[config.mk]
export PLATFORM = sky130hd
export DESIGN_NAME = bitstream_loader
export DESIGN_NICKNAME = d
export VERILOG_FILES = /design/src/rtl/tinyfpga_pkg.sv /design/src/rtl/bitstream_crc8.sv /design/src/rtl/bitstream_loader.sv
export SDC_FILE = /design/constraint.sdc
export NUM_CORES = 1
export LEC_CHECK = 0
export ABC_AREA = 1
export ABC_CLOCK_PERIOD_IN_PS = 3500
export CAP_MARGIN = 25
export CORE_MARGIN = 5
export CORE_UTILIZATION = 24
export CTS_CLUSTER_DIAMETER = 50
export DETAILED_ROUTE_END_ITERATION = 8
export GPL_ROUTABILITY_DRIVEN = 0
export SYNTH_ARGS = -nofsm -noshare
export SYNTH_HDL_FRONTEND = slang
export SYNTH_HIERARCHICAL = 1
export SYNTH_SLANG_ARGS = --single-unit
export TNS_END_PERCENT = 1
[constraint.sdc]
create_clock -name clk -period 3.5 [get_ports clk]
set_input_delay 1.05 -clock clk [delete_from_list [all_inputs] [get_ports clk]]
set_output_delay 1.05 -clock clk [all_outputs]
set_load 0.01 [all_outputs]
[src/rtl/tinyfpga_pkg.sv]
// tinyfpga_pkg: shared types, CRC constants and sizing helper for the bitstream loader.
// Contents: state_t loader FSM states, CRC8_POLY / CRC8_INIT, chain_bytes(chain_len).
package tinyfpga_pkg;
    typedef enum logic [2:0] {IDLE, WAIT_BYTE, SHIFT, CRC_WAIT, CRC_CHK, DONE} state_t;
    localparam logic [7:0] CRC8_POLY = 8'h07;
    localparam logic [7:0] CRC8_INIT = 8'h00;
    function automatic int chain_bytes(input int chain_len);
        return (chain_len + 7) / 8;
    endfunction
endpackage

[src/rtl/bitstream_crc8.sv]
// bitstream_crc8: byte-wide CRC-8 (MSB first) accumulator register.
// Ports: clk, rst (sync active-high), clr (reload init), en (fold in data), data[7:0], crc[7:0].
module bitstream_crc8
    import tinyfpga_pkg::*;
(
    input  logic       clk,
    input  logic       rst,
    input  logic       clr,
    input  logic       en,
    input  logic [7:0] data,
    output logic [7:0] crc
);
    logic [7:0] nxt;
    always_comb begin
        nxt = crc ^ data;
        for (int i = 0; i < 8; i++)
            nxt = nxt[7] ? ({nxt[6:0], 1'b0} ^ CRC8_POLY) : {nxt[6:0], 1'b0};
    end
    always_ff @(posedge clk)
        if (rst || clr)
            crc <= CRC8_INIT;
        else if (en)
            crc <= nxt;
endmodule

[src/rtl/bitstream_loader.sv]
// bitstream_loader: byte-stream to bit-serial feeder for the configuration chain.
// Ports: clk, rst (sync active-high), start, in_data/in_valid/in_ready (byte handshake),
//        prog_clk/prog_en/prog_in (chain drive, registered), busy, done (pulse), error (sticky CRC).
// Optional feature: define BITSTREAM_LOADER_CRC_EN to consume and check a CRC-8 trailer byte.
module bitstream_loader
    import tinyfpga_pkg::*;
#(
    parameter int CHAIN_LEN = 64
) (
    input  logic       clk,
    input  logic       rst,
    input  logic       start,
    input  logic [7:0] in_data,
    input  logic       in_valid,
    output logic       in_ready,
    output logic       prog_clk,
    output logic       prog_en,
    output logic       prog_in,
    output logic       busy,
    output logic       done,
    output logic       error
);
    localparam int NBYTES    = chain_bytes(CHAIN_LEN);
    localparam int LAST_BITS = CHAIN_LEN - 8 * (NBYTES - 1);
    localparam int BW        = $clog2(NBYTES + 1);

    state_t          state, state_n;
    logic            phase;
    logic [2:0]      bit_cnt;
    logic [BW-1:0]   byte_cnt;
    logic [7:0]      sr;
    logic            accept, last_byte, last_bit, go;

    assign in_ready  = state == WAIT_BYTE || state == CRC_WAIT;
    assign accept    = in_valid && in_ready;
    assign go        = state == IDLE && start;
    assign busy      = state != IDLE;
    assign done      = state == DONE;
    assign last_byte = byte_cnt == BW'(NBYTES - 1);
    // the final byte may be partial; its low pad bits are never shifted out
    assign last_bit  = bit_cnt == (last_byte ? 3'(LAST_BITS - 1) : 3'd7);

    always_ff @(posedge clk)
        if (rst)
            state <= IDLE;
        else
            state <= state_n;

    always_comb begin
        state_n = state;
        case (state)
            IDLE:      state_n = start ? WAIT_BYTE : IDLE;
            WAIT_BYTE: state_n = accept ? SHIFT : WAIT_BYTE;
            SHIFT:
                if (phase && last_bit)
`ifdef BITSTREAM_LOADER_CRC_EN
                    state_n = last_byte ? CRC_WAIT : WAIT_BYTE;
            CRC_WAIT:  state_n = accept ? CRC_CHK : CRC_WAIT;
            CRC_CHK:   state_n = DONE;
`else
                    state_n = last_byte ? DONE : WAIT_BYTE;
`endif
            DONE:      state_n = IDLE;
            default:   state_n = IDLE;
        endcase
    end

    always_ff @(posedge clk)
        if (rst) begin
            phase    <= 1'b0;
            bit_cnt  <= '0;
            byte_cnt <= '0;
            sr       <= '0;
            prog_clk <= 1'b0;
            prog_en  <= 1'b0;
            prog_in  <= 1'b0;
        end else begin
            prog_en  <= state_n == WAIT_BYTE || state_n == SHIFT || state_n == CRC_WAIT;
            // rising chain clock on the second cycle of every bit
            prog_clk <= state == SHIFT && !phase;
            if (go) begin
                bit_cnt  <= '0;
                byte_cnt <= '0;
            end
            if (accept)
                sr <= in_data;
            // first bit goes out with the accept so it is stable a full cycle before the rise
            if (accept && state == WAIT_BYTE)
                prog_in <= in_data[7];
            if (state == SHIFT) begin
                phase <= !phase;
                if (phase) begin
                    if (last_bit) begin
                        bit_cnt  <= '0;
                        byte_cnt <= byte_cnt + 1'b1;
                    end else begin
                        bit_cnt <= bit_cnt + 3'd1;
                        sr      <= {sr[6:0], 1'b0};
                        prog_in <= sr[6];
                    end
                end
            end
        end

`ifdef BITSTREAM_LOADER_CRC_EN
    logic [7:0] crc;
    bitstream_crc8 u_crc (
        .clk  (clk),
        .rst  (rst),
        .clr  (go),
        .en   (accept && state == WAIT_BYTE),
        .data (in_data),
        .crc  (crc)
    );
    // the trailer byte lands in sr during CRC_WAIT
    always_ff @(posedge clk)
        if (rst || go)
            error <= 1'b0;
        else if (state == CRC_CHK)
            error <= error | (sr != crc);
`else
    assign error = 1'b0;
`endif
endmodule

==> flow_metrics.env, run 1 <==
export IMPL_p_clk_share_pct=33.5
export IMPL_final_cells=212
export IMPL_die_h_um=75.7
export IMPL_cts_setup_buffers=0
export IMPL_routed_wirelength_mm=2.21
export IMPL_drv_slew=0
export IMPL_seqPwrFrac_pct=53.5
export IMPL_hpwlAfterDp_mm=1.62
export IMPL_cp_end_kind="primary output"
export IMPL_wl_per_cell_um=10.4
export IMPL_clkLatencyLatePin_ps=260
export IMPL_synth_adder_area_share_pct=3.62
export IMPL_pwr_share_comb_pct=12.9
export IMPL_peakVddDrop_uv=135
export IMPL_setup_tns_ps=0
export IMPL_maxCapViolations=0
export IMPL_layout_commonest_cell="nand2_1"
export IMPL_hold_class="flop to flop"
export IMPL_grt_pass1_vias=873
export IMPL_dr_pass1_iters=4
export IMPL_synth_cells=144
export IMPL_grt_setup_unrepaired="false"
export IMPL_setup_violations=0
export IMPL_outcome="complete, no violations"
export IMPL_grt_max_degree=17
export IMPL_p_leak_nw=0.559
export IMPL_p_sw_mw=0.116
export IMPL_antenna_left=0
export IMPL_yosysSeqAreaShare_pct=40.5
export IMPL_drtIter0Drc=73
export IMPL_synth_top_family_by_area="simple AND/OR/NAND/NOR gates"
export IMPL_muxShareOfSynthArea_pct=0
export IMPL_coreArea_um2=4260
export IMPL_syn_to_final_growth_pct=22.8
export IMPL_n_antenna_cell=0
export IMPL_synth_cell_types=22
export IMPL_post_cts_resized=0
export IMPL_drc=0
export IMPL_antenna_found_initial=0
export IMPL_synth_area_um2=1040
export IMPL_io_pins=19
export IMPL_dp_cells=208
export IMPL_fin_nets=176
export IMPL_avgSynthCellArea_um2=7.20
export IMPL_cts_htree_levels=1
export IMPL_drive_gt1_share_pct=4.38
export IMPL_most_common_layout_cells="nand2_1, nand3_1, nor2_1"
export IMPL_grt_ovfl_total=0
export IMPL_rows=24
export IMPL_cts_buffers=3
export IMPL_internal_power_mw=0.357
export IMPL_io_buffers=17
export IMPL_cts_tree="built"
export IMPL_vias_per_cell=4.49
export IMPL_clock_sinks=21
export IMPL_path_max_fanout=10
export IMPL_synth_nets=159
export IMPL_fin_crit_ps=2740
export IMPL_utilization_pct=29.9
export IMPL_synth_compound_area_share_pct=6.51
export IMPL_powerDensity_nw_per_um2=371
export IMPL_synth_simple_area_share_pct=40.8
export IMPL_hold_buffers=0
export IMPL_num_vias=952
export IMPL_yosysWarnings=6
export IMPL_fin_skew_ps=0.948
export IMPL_fmax_ghz=0.365
export IMPL_critPathArrivalTime_ps=1690
export IMPL_synth_xor_xnor_area_share_pct=0
export IMPL_clk_path_buf_depth=2
export IMPL_start_util_pct=24.3
export IMPL_ys_ff_latch=21
export IMPL_cts_root_buf="clkbuf_8"
export IMPL_setup_ws_ps=761
export IMPL_grt_usage_pct=8.11
export IMPL_hold_violations=0
export IMPL_die_area_um2=5740
export IMPL_post_place_ws_ps=1020
export IMPL_fp_dieW_um=75.7
export IMPL_worst_setup_path_type="flop to primary output"
export IMPL_min_period_over_period_pct=78.3
export IMPL_required_ps=2450
export IMPL_clk_pin_slew_worst_paths_ps=70
export IMPL_sw_frac_of_total_pct=24.5
export IMPL_cp_start_kind="flop"
export IMPL_grt_pass1_wl_mm=3.59
[power groups by stage]
stage	Sequential, mW	Combinational, mW	Clock, mW
finish	0.253	0.0612	0.159
global route	0.255	0.0681	0.174
CTS	0.253	0.0618	0.163
detailed placement	0.259	0.0616	0
global placement	0.259	0.0610	0
floorplan	0.259	0.0357	0
[cell usage after synthesis]
| library cell | n | area (um^2) |
|---|---|---|
| nand2_1 | 31 | 116 |
| ha_1 | 3 | 37.5 |
| o21ai_0 | 4 | 20.0 |
| clkbuf_1 | 1 | 3.75 |
| a21boi_0 | 1 | 7.51 |
| buf_4 | 1 | 7.51 |
| nand3b_1 | 2 | 15.0 |
| nor2_2 | 1 | 6.26 |
| nor2_4 | 1 | 11.3 |
| and2_1 | 1 | 6.26 |
| a21oi_1 | 8 | 40.0 |
| conb_1 | 1 | 3.75 |
| clkbuf_8 | 2 | 27.5 |
| buf_2 | 1 | 5.00 |
| nor2_1 | 22 | 82.6 |
| nand4_4 | 1 | 21.3 |
| nor3_1 | 3 | 15.0 |
| nand3_2 | 1 | 10.0 |
| dfxtp_1 | 21 | 420 |
| nand3_1 | 24 | 120 |
| nand4_1 | 3 | 18.8 |
| inv_1 | 11 | 41.3 |
[metrics by stage]
stage	instance area, um^2	power, mW	hold WS, ps
floorplan	1040	0.294	441
global placement	1230	0.320	463
detailed placement	1230	0.320	464
CTS	1270	0.478	475
global route	1270	0.497	498
finish	1270	0.473	471
[registers in the layout, summed over array words and instances, names as in the netlist]
| register | count |
|---|---|
| prog_en | 1 |
| prog_clk | 1 |
| byte_cnt | 4 |
| sr | 7 |
| prog_in | 1 |
| state | 3 |
| bit_cnt | 3 |
| phase | 1 |
[layer usage]
metal / global-route usage [%] / part of all wire [%] / vias up
met3: 1.19 / 5.3 / 5
li1: - / - / 502
met2: 13.7 / 45 / 26
met1: 9.33 / 47 / 419
met5: 0 / 0 / -
met4: 5.63 / 2.8 / 0
[layout make-up]
type,count,area [um^2]
fillers,449,2990
multi-input cells,107,532
flip-flops and latches,21,420
repair buffers,17,170
well taps,52,65.1
clock buffers,4,45.0
inverters,11,41.3
[final timing paths]
kind	start	to	slack, ps	cells after the start
hold / removal	sr[0]$_SDFF_PP0_	sr[0]$_SDFF_PP0_	470	2
setup reg to reg	bit_cnt[0]$_SDFF_PP0_	prog_in$_SDFF_PP0_	2050	6
setup / recovery	state[0]$_SDFF_PP0_	in_ready	760	3
hold reg to reg	sr[0]$_SDFF_PP0_	sr[0]$_SDFF_PP0_	470	2
[critical path, cell delays in order, from the launching register on]
cell             delay (ps)
dfxtp_1                 420
inv_1                    90
nor2_2                  310
clkdlybuf4s50_1         610
[kinds of logic (layout without fill, tap and decap cells)]
logic type | after synthesis | count (layout)
other | 1 | 1
adder cells (fa/ha/maj) | 3 | 3
buffers and inverters | 16 | 32
flip-flops | 21 | 21
AO/OA/AOI/OAI | 13 | 13
AND/OR/NAND/NOR | 90 | 90
Power figures use the tool's default switching activity.
==> run 2: changes to the inputs <==
- ABC_CLOCK_PERIOD_IN_PS: 3500 -> 2700
- clock period: 3.5 -> 2.7 ns (I/O delays scaled with it)
==> flow_metrics.env, run 2 (same netlist as run 1, synthesis figures left out) <==
export IMPL_outcome="complete, no violations"
export IMPL_min_period_over_period_pct=87.7
export IMPL_die_area_um2=5740
export IMPL_syn_to_final_growth_pct=24.2
export IMPL_io_buffers=17
export IMPL_hold_violations=0
export IMPL_clkLatencyLatePin_ps=260
export IMPL_drtIter0Drc=107
export IMPL_io_pins=19
export IMPL_cts_root_buf="clkbuf_8"
export IMPL_hpwlAfterDp_mm=1.64
export IMPL_worstHoldPathCells=2
export IMPL_fillCellCount=470
export IMPL_p_leak_nw=0.569
export IMPL_coreArea_um2=4260
export IMPL_grt_setup_unrepaired="false"
export IMPL_required_ps=1890
export IMPL_maxCapViolations=0
export IMPL_critPathMaxStageDelay_ps=530
export IMPL_top_register="sr"
export IMPL_hold_buffers=0
export IMPL_cts_htree_levels=1
export IMPL_rows=24
export IMPL_clk_pin_slew_worst_paths_ps=80
export IMPL_setup_violations=0
export IMPL_wl_per_cell_um=10.4
export IMPL_critPathArrivalTime_ps=1560
export IMPL_post_place_ws_ps=512
export IMPL_start_util_pct=24.3
export IMPL_grt_pass1_vias=836
export IMPL_cp_start_kind="flop"
export IMPL_vias_per_cell=4.49
export IMPL_cts_buffers=3
export IMPL_largest_reg_flops=7
export IMPL_grt_ovfl_total=0
export IMPL_num_vias=960
export IMPL_post_cts_resized=0
export IMPL_rrSetupSlack_ps=1240
export IMPL_hold_class="flop to flop"
export IMPL_peakVddDrop_uv=150
export IMPL_fp_dieW_um=75.7
export IMPL_cts_tree="built"
export IMPL_grt_pass1_wl_mm=3.66
export IMPL_layout_commonest_cell="nand2_1"
export IMPL_fin_nets=178
export IMPL_fmax_ghz=0.422
export IMPL_n_antenna_cell=0
export IMPL_grt_usage_pct=8.24
export IMPL_drive_gt1_share_pct=5.56
export IMPL_clk_path_buf_depth=2
export IMPL_dr_pass1_iters=4
export IMPL_path_max_fanout=7
export IMPL_setup_ws_ps=331
export IMPL_die_h_um=75.7
export IMPL_setup_tns_ps=0
export IMPL_cts_setup_buffers=0
export IMPL_top_regs="sr x7, byte_cnt x4"
export IMPL_routed_wirelength_mm=2.22
export IMPL_fin_skew_ps=1.66
export IMPL_clock_sinks=21
export IMPL_fin_crit_ps=2370
export IMPL_cp_end_kind="primary output"
export IMPL_path_cells="inv_1 > nand2_1 > clkdlybuf4s50_1"
export IMPL_antenna_found_initial=0
export IMPL_most_common_layout_cells="nand2_1, nand3_1, nor2_1"
export IMPL_slowest_stage="clkdlybuf4s50_1"
export IMPL_drv_slew=0
export IMPL_powerDensity_nw_per_um2=481
export IMPL_grt_max_degree=17
export IMPL_antenna_left=0
export IMPL_worst_setup_path_type="flop to primary output"
export IMPL_r2r_cells=8
export IMPL_drc=0
==> run 2: changes by cell type in the layout (fill, tap and decap cells not counted), sizes merged <==
| cell | change |
|---|---|
| buf | +2 |
==> run 2: stage by stage <==
step / util, % / hold WS, ps / area, um^2 / instances / power (mW)
floorplan: - / 441 / 1040 / 144 / 0.382
global placement: 29.2 / 460 / 1240 / 210 / 0.419
detailed placement: 29.2 / 459 / 1240 / 210 / 0.418
CTS: 30.2 / 471 / 1290 / 214 / 0.626
global route: 30.2 / 488 / 1290 / 214 / 0.657
finish: 30.2 / 468 / 1290 / 214 / 0.620
==> run 2: final cells by class <==
class / count / area, um^2 / share of cell area [%]
multi-input combinational: 107 / 532 / 41.3
sequential: 21 / 420 / 32.6
timing repair buffer: 19 / 185 / 14.4
tap: 52 / 65.1 / 5.05
clock buffer: 4 / 45.0 / 3.50
inverter: 11 / 41.3 / 3.20
==> run 2: path summary, 6_finish.rpt <==
kind	start	endpoint
hold reg to reg	sr[0]$_SDFF_PP0_	sr[0]$_SDFF_PP0_
hold / removal	sr[0]$_SDFF_PP0_	sr[0]$_SDFF_PP0_
setup reg to reg	bit_cnt[0]$_SDFF_PP0_	prog_en$_SDFF_PP0_
setup / recovery	state[1]$_SDFF_PP0_	busy
==> run 2: metal layers <==
layer,track usage [%],wire (um)
met1,11.0,1020
met2,12.5,1010
met3,1.32,151
met4,4.66,48
met5,0,0
==> run 2: power by group <==
| part | leakage, nW | total (mW) | internal [mW] | switching (mW) |
|---|---|---|---|---|
| clock network | 0.0228 | 0.209 | 0.105 | 0.104 |
| logic | 0.376 | 0.0826 | 0.0407 | 0.0419 |
| registers | 0.170 | 0.328 | 0.320 | 0.00835 |
| total | 0.569 | 0.620 | 0.466 | 0.154 |
==> run 2: worst max-delay path: cells and delay by family, from the launching register on <==
| kind | cells | cell delay, ps |
|---|---|---|
| buffers and inverters | 2 | 700 |
| DFF | 1 | 510 |
| and+or+nand+nor | 1 | 100 |
==> variant 1 (settings of run 2) <==
Re-encode `state_t` (6 states) as one-hot, 6 bits wide.
--- a/src/rtl/tinyfpga_pkg.sv
+++ b/src/rtl/tinyfpga_pkg.sv
@@ -2,5 +2,5 @@
 // Contents: state_t loader FSM states, CRC8_POLY / CRC8_INIT, chain_bytes(chain_len).
 package tinyfpga_pkg;
-    typedef enum logic [2:0] {IDLE, WAIT_BYTE, SHIFT, CRC_WAIT, CRC_CHK, DONE} state_t;
+    typedef enum logic [5:0] {IDLE = 6'b000001, WAIT_BYTE = 6'b000010, SHIFT = 6'b000100, CRC_WAIT = 6'b001000, CRC_CHK = 6'b010000, DONE = 6'b100000} state_t;
     localparam logic [7:0] CRC8_POLY = 8'h07;
     localparam logic [7:0] CRC8_INIT = 8'h00;
Function: same outputs for any inputs over 10 cycles, from zero or initial values and one cycle with rst high; not proved beyond that.
==> variant 1 against run 2 <==
- worst setup slack lost 0.18 ns
- routed wire length up 14%
- design area up 20%
- count of clock-buffer cells in the layout down 1
- sequential share of layout area shrank 1.4 points
- power down 0.13%
- largest power group unchanged
- area after synthesis rose by 22%
- maximum frequency fell by 7.0%
- sequential cell count grew 3
- non-clock buffer count fell by 1
- via count rose by 13%
==> variant 1: results (changes against run 2) <==
placement:
  dp_hpwl_mm: 1.92  # +17%
critical_path:
  cpPeakStageDelay_ns: 0.55  # +0.02 ns
  reg2reg_slack_ns: 1.17  # -0.07 ns
  crit_arrival_ns: 1.74  # +0.18 ns
  path_max_fanout: 8  # +1
  cp_top_family: "simple AND/OR/NAND/NOR gates"
route:
  totalWireLength_mm: 2.53  # +14%
  drt_first_pass_iters: 4  # unchanged
  met3WireLength_um: 91  # -40%
  viasPerCell: 3.99  # -11%
global_route:
  globalRouteMet1Util_pct: 10.8  # -0.23 points
  grt_use_met3_pct: 1.95  # +0.63 points
  grt_pass1_vias: 975  # +17%
  grtUsageTotal_pct: 8.18  # -0.060 points
  grtUsageMet2_pct: 12.7  # +0.21 points
  grt_pass1_wl_mm: 4.30  # +18%
power_and_ir_drop:
  seqPwrFrac_pct: 58.2  # +5.3 points
  p_int_uw: 483  # +3.7%
  p_leak_uw: 0.000721  # +27%
  peakVddDrop_mv: 0.175  # +17%
logic_synthesis:
  yosysSeqAreaShare_pct: 38.1  # -2.5 points
  synth.area.top_cells: "dfxtp_1 38%, nand2_1 12%, inv_1 9.8%, nand3_1 6.7%, nor2_1 6.2%"
  yosysUniqueCellTypes: 28  # +27%
  synth_common_cells: "41 x nand2_1, 33 x inv_1, 24 x dfxtp_1"
cells_and_area:
  n_antenna_cell: 0  # unchanged
  nets: 218  # +22%
  top_regs: "sr: 7 flops, state: 6 flops, byte_cnt: 4 flops"
  drive_above_1_share_pct: 8.46  # +2.9 points
sta:
  fin_skew_ns: 0.00232  # +0.000656 ns
floorplanning:
  start_util_pct: 24.7  # +0.39 points
status:
  status: "finished, final reports clean"
variant 1: cell types whose count changed in the layout (fill, tap and decap cells not counted), moves of 3 or more:
cell,change
inv_1,+22
nand2_1,+10
nand3_1,-7
nand4_1,+5
a21oi_1,-3
dfxtp_1,+3
variant 1: through the flow:
stage,hold WS (ns),power [uW],instances,area [um2],worst slack (ns)
2_1_floorplan,0.443,397,186,1270,0.929
3_3_place_gp,0.454,422,268,1500,0.433
3_5_place_dp,0.464,422,268,1500,0.430
4_1_cts,0.476,633,271,1540,0.128
5_1_grt,0.499,650,271,1540,0.0145
6_report,0.469,619,271,1540,0.153
variant 1: layout make-up:
| class | instances | area (um2) |
|---|---|---|
| inverters | 36 | 135 |
| repair buffers | 18 | 178 |
| flip-flops and latches | 24 | 480 |
| fillers | 577 | 3570 |
| multi-input cells | 120 | 618 |
| clock buffers | 3 | 41.3 |
| well taps | 70 | 87.6 |
variant 1: cell families after synthesis:
family,count (synthesis),share of synthesized area [%]
AND/OR/NAND/NOR,100,38.3
buffers and inverters,42,13.6
flip-flops,24,38.1
AO/OA/AOI/OAI,13,6.14
adder cells (fa/ha/maj),3,2.97
XOR/XNOR,1,0.694
other,1,0.297
variant 1: tightest hold or removal path, stage by stage, from the launching register on:
cell and delay (ns):
dfxtp_1 0.32, nand2_1 0.06, a21oi_1 0.05
variant 1: path summary, 6_finish.rpt:
kind | start | endpoint | depth (start not counted)
setup / recovery | state[3] | in_ready | 4
hold / removal | bit_cnt[1] | bit_cnt[1] | 2
setup reg to reg | state[1] | bit_cnt[0] | 7
hold reg to reg | bit_cnt[1] | bit_cnt[1] | 2
==> variant 2 (settings of run 2) <==
Without the edit above. The option `BITSTREAM_LOADER_CRC_EN` is turned on by a define.
--- a/src/rtl/bitstream_loader.sv
+++ b/src/rtl/bitstream_loader.sv
@@ -3,4 +3,6 @@
 //        prog_clk/prog_en/prog_in (chain drive, registered), busy, done (pulse), error (sticky CRC).
 // Optional feature: define BITSTREAM_LOADER_CRC_EN to consume and check a CRC-8 trailer byte.
+`define BITSTREAM_LOADER_CRC_EN
+
 module bitstream_loader
     import tinyfpga_pkg::*;
Behaviour: same outputs for any inputs over 10 cycles, from zero or initial values and one cycle with rst high; that may be too few to reach the edited logic, so the function may still have changed.
==> variant 2 against run 2 <==
- routed wire length grew 110%
- area after synthesis grew 85%
- maximum frequency shrank 0.78%
- sequential cell count grew 10
- design area grew 79%
- worst setup slack lost 0.019 ns
- power grew 76%
- final cell count grew 100%
- largest cell class unchanged
- largest power group unchanged
==> variant 2: results (changes against run 2) <==
status:
  status: "finished, final reports clean"
clock_network:
  cts_inserted_buffers: 5  # +2
  ctsResizeCount: 0  # unchanged
  clock_path_buffers: 2  # unchanged
  root_buffer: "clkbuf_8"
  cts-htree-levels: 2  # +1
  clkTransAtPathRegs_ns: 0.07
  clock_latency_ns: 0.29  # +0.03 ns
  post_cts_buffers: 0  # unchanged
route:
  viasPerCell: 4.28  # -4.5%
  wl_per_cell_um: 10.5  # +1.5%
  drt_first_pass_iters: 4  # unchanged
  drt-initial-drc-count: 105  # -1.9%
logic_synthesis:
  synth.area.top_cells: "dfxtp_1 32%, nand2_1 23%, inv_1 9.0%, nand3_1 5.2%, a21oi_1 4.7%"
  ys_async_sr_fraction_pct: 0  # unchanged
  yosysSeqAreaShare_pct: 32.3  # -8.2 points
  synth_common_cells: "118 x nand2_1, 46 x inv_1, 31 x dfxtp_1"
  synth_warnings: 6  # unchanged
  yosysUniqueCellTypes: 24  # +9.1%
  synth-main-ff-cell: "dfxtp_1"
  syn_nets: 326  # +110%
hold_path:
  hold_path.class: "register to register"
  min-delay-start: "error"
global_route:
  grt_max_degree: 13  # -4
  grtUsageTotal_pct: 9.79  # +1.5 points
  grt_pass1_wl_mm: 7.73  # +110%
  grt_overflow: 0  # unchanged
  antenna_found_initial: 0  # unchanged
  grt_pass1_vias: 1701  # +100%
cells_and_area:
  top_regs: "sr: 8 flops, u_crc/crc: 8 flops, byte_cnt: 4 flops"
  nets: 349  # +96%
  fill_cells: 867  # +84%
  n_antenna_cell: 0  # unchanged
  drive_above_1_share_pct: 7.46  # +1.9 points
placement:
  portBuffers: 18  # +1
  dp_hpwl_mm: 3.65  # +120%
  placed_area_mm2: 0.00222  # +79%
  dpl_worst_slack_ns: 0.386  # -0.126 ns
critical_path:
  cp-startpoint: "state[0]"
  cp_slowest_cell: "clkdlybuf4s50_1"
  path_max_fanout: 6  # -1
  regToRegStartpoint: "state[1]"
  cpPeakStageDelay_ns: 0.57  # +0.04 ns
  crit_arrival_ns: 1.58  # +0.02 ns
power_and_ir_drop:
  swShare_pct: 31.1  # +6.2 points
  p_int_uw: 752  # +61%
  p_comb_uw: 234  # +180%
  p_leak_uw: 0.00112  # +96%
  seqPwrFrac_pct: 45.5  # -7.4 points
  peakVddDrop_mv: 0.134  # -10%
sta:
  slew_headroom_pct: 76.0
  fin_skew_ns: 0.00584  # +0.00418 ns
variant 2: changes by cell type in the layout (fill, tap and decap cells not counted), sizes merged, moves of 4 or more:
cell,before,now
dfxtp,21,31
inv,11,47
nand2,31,122
a21oi,8,22
xor2,0,7
nand4,4,0
o21ai,4,14
nand3,25,20
xnor2,0,7
variant 2: path summary, 6_finish.rpt:
check            endpoint  slack, ns  depth (start not counted)
max                  done       0.31                          3
min                 error       0.46                          2
max reg2reg  u_crc/crc[7]       1.18                          7
min reg2reg         error       0.46                          2
variant 2: final cells by class:
type                    count  share of cell area (%)
multi-input cells         226                    46.9
flip-flops and latches     31                    26.9
repair buffers             22                    9.11
inverters                  48                    7.86
well taps                 102                    5.53
clock buffers               6                    3.14
clock inverters             2                   0.542
variant 2: cells by family (layout without fill, tap and decap cells):
group	Yosys count	count (layout)	share of synthesized area (%)
buffers and inverters	54	78	11.3
flip-flops	31	31	32.3
AND/OR/NAND/NOR	171	171	36.5
adder cells (fa/ha/maj)	3	3	1.95
XOR/XNOR	14	14	6.78
AO/OA/AOI/OAI	38	38	11.2
variant 2: critical path, delay by kind of cell, from the launching register on:
family        cells  cell delay [ns]
buf+inv           2             0.65
flops             1             0.46
simple gates      1             0.18
variant 2: metal layers:
layer / up-vias / GRT usage [%] / part of all wire, %
li1: 998 / - / -
met1: 835 / 12.2 / 48
met2: 32 / 15.7 / 46
met3: 7 / 2.17 / 4.1
met4: 0 / 5.36 / 2.4
met5: - / 0 / 0
variant 2: stage by stage:
step / utilization [%] / instances / hold WS, ns
after floorplan: - / 311 / 0.435
after global placement: 28.6 / 429 / 0.443
after detailed placement: 28.6 / 429 / 0.447
after CTS: 29.7 / 437 / 0.458
after global routing: 29.7 / 437 / 0.489
final: 29.7 / 437 / 0.456
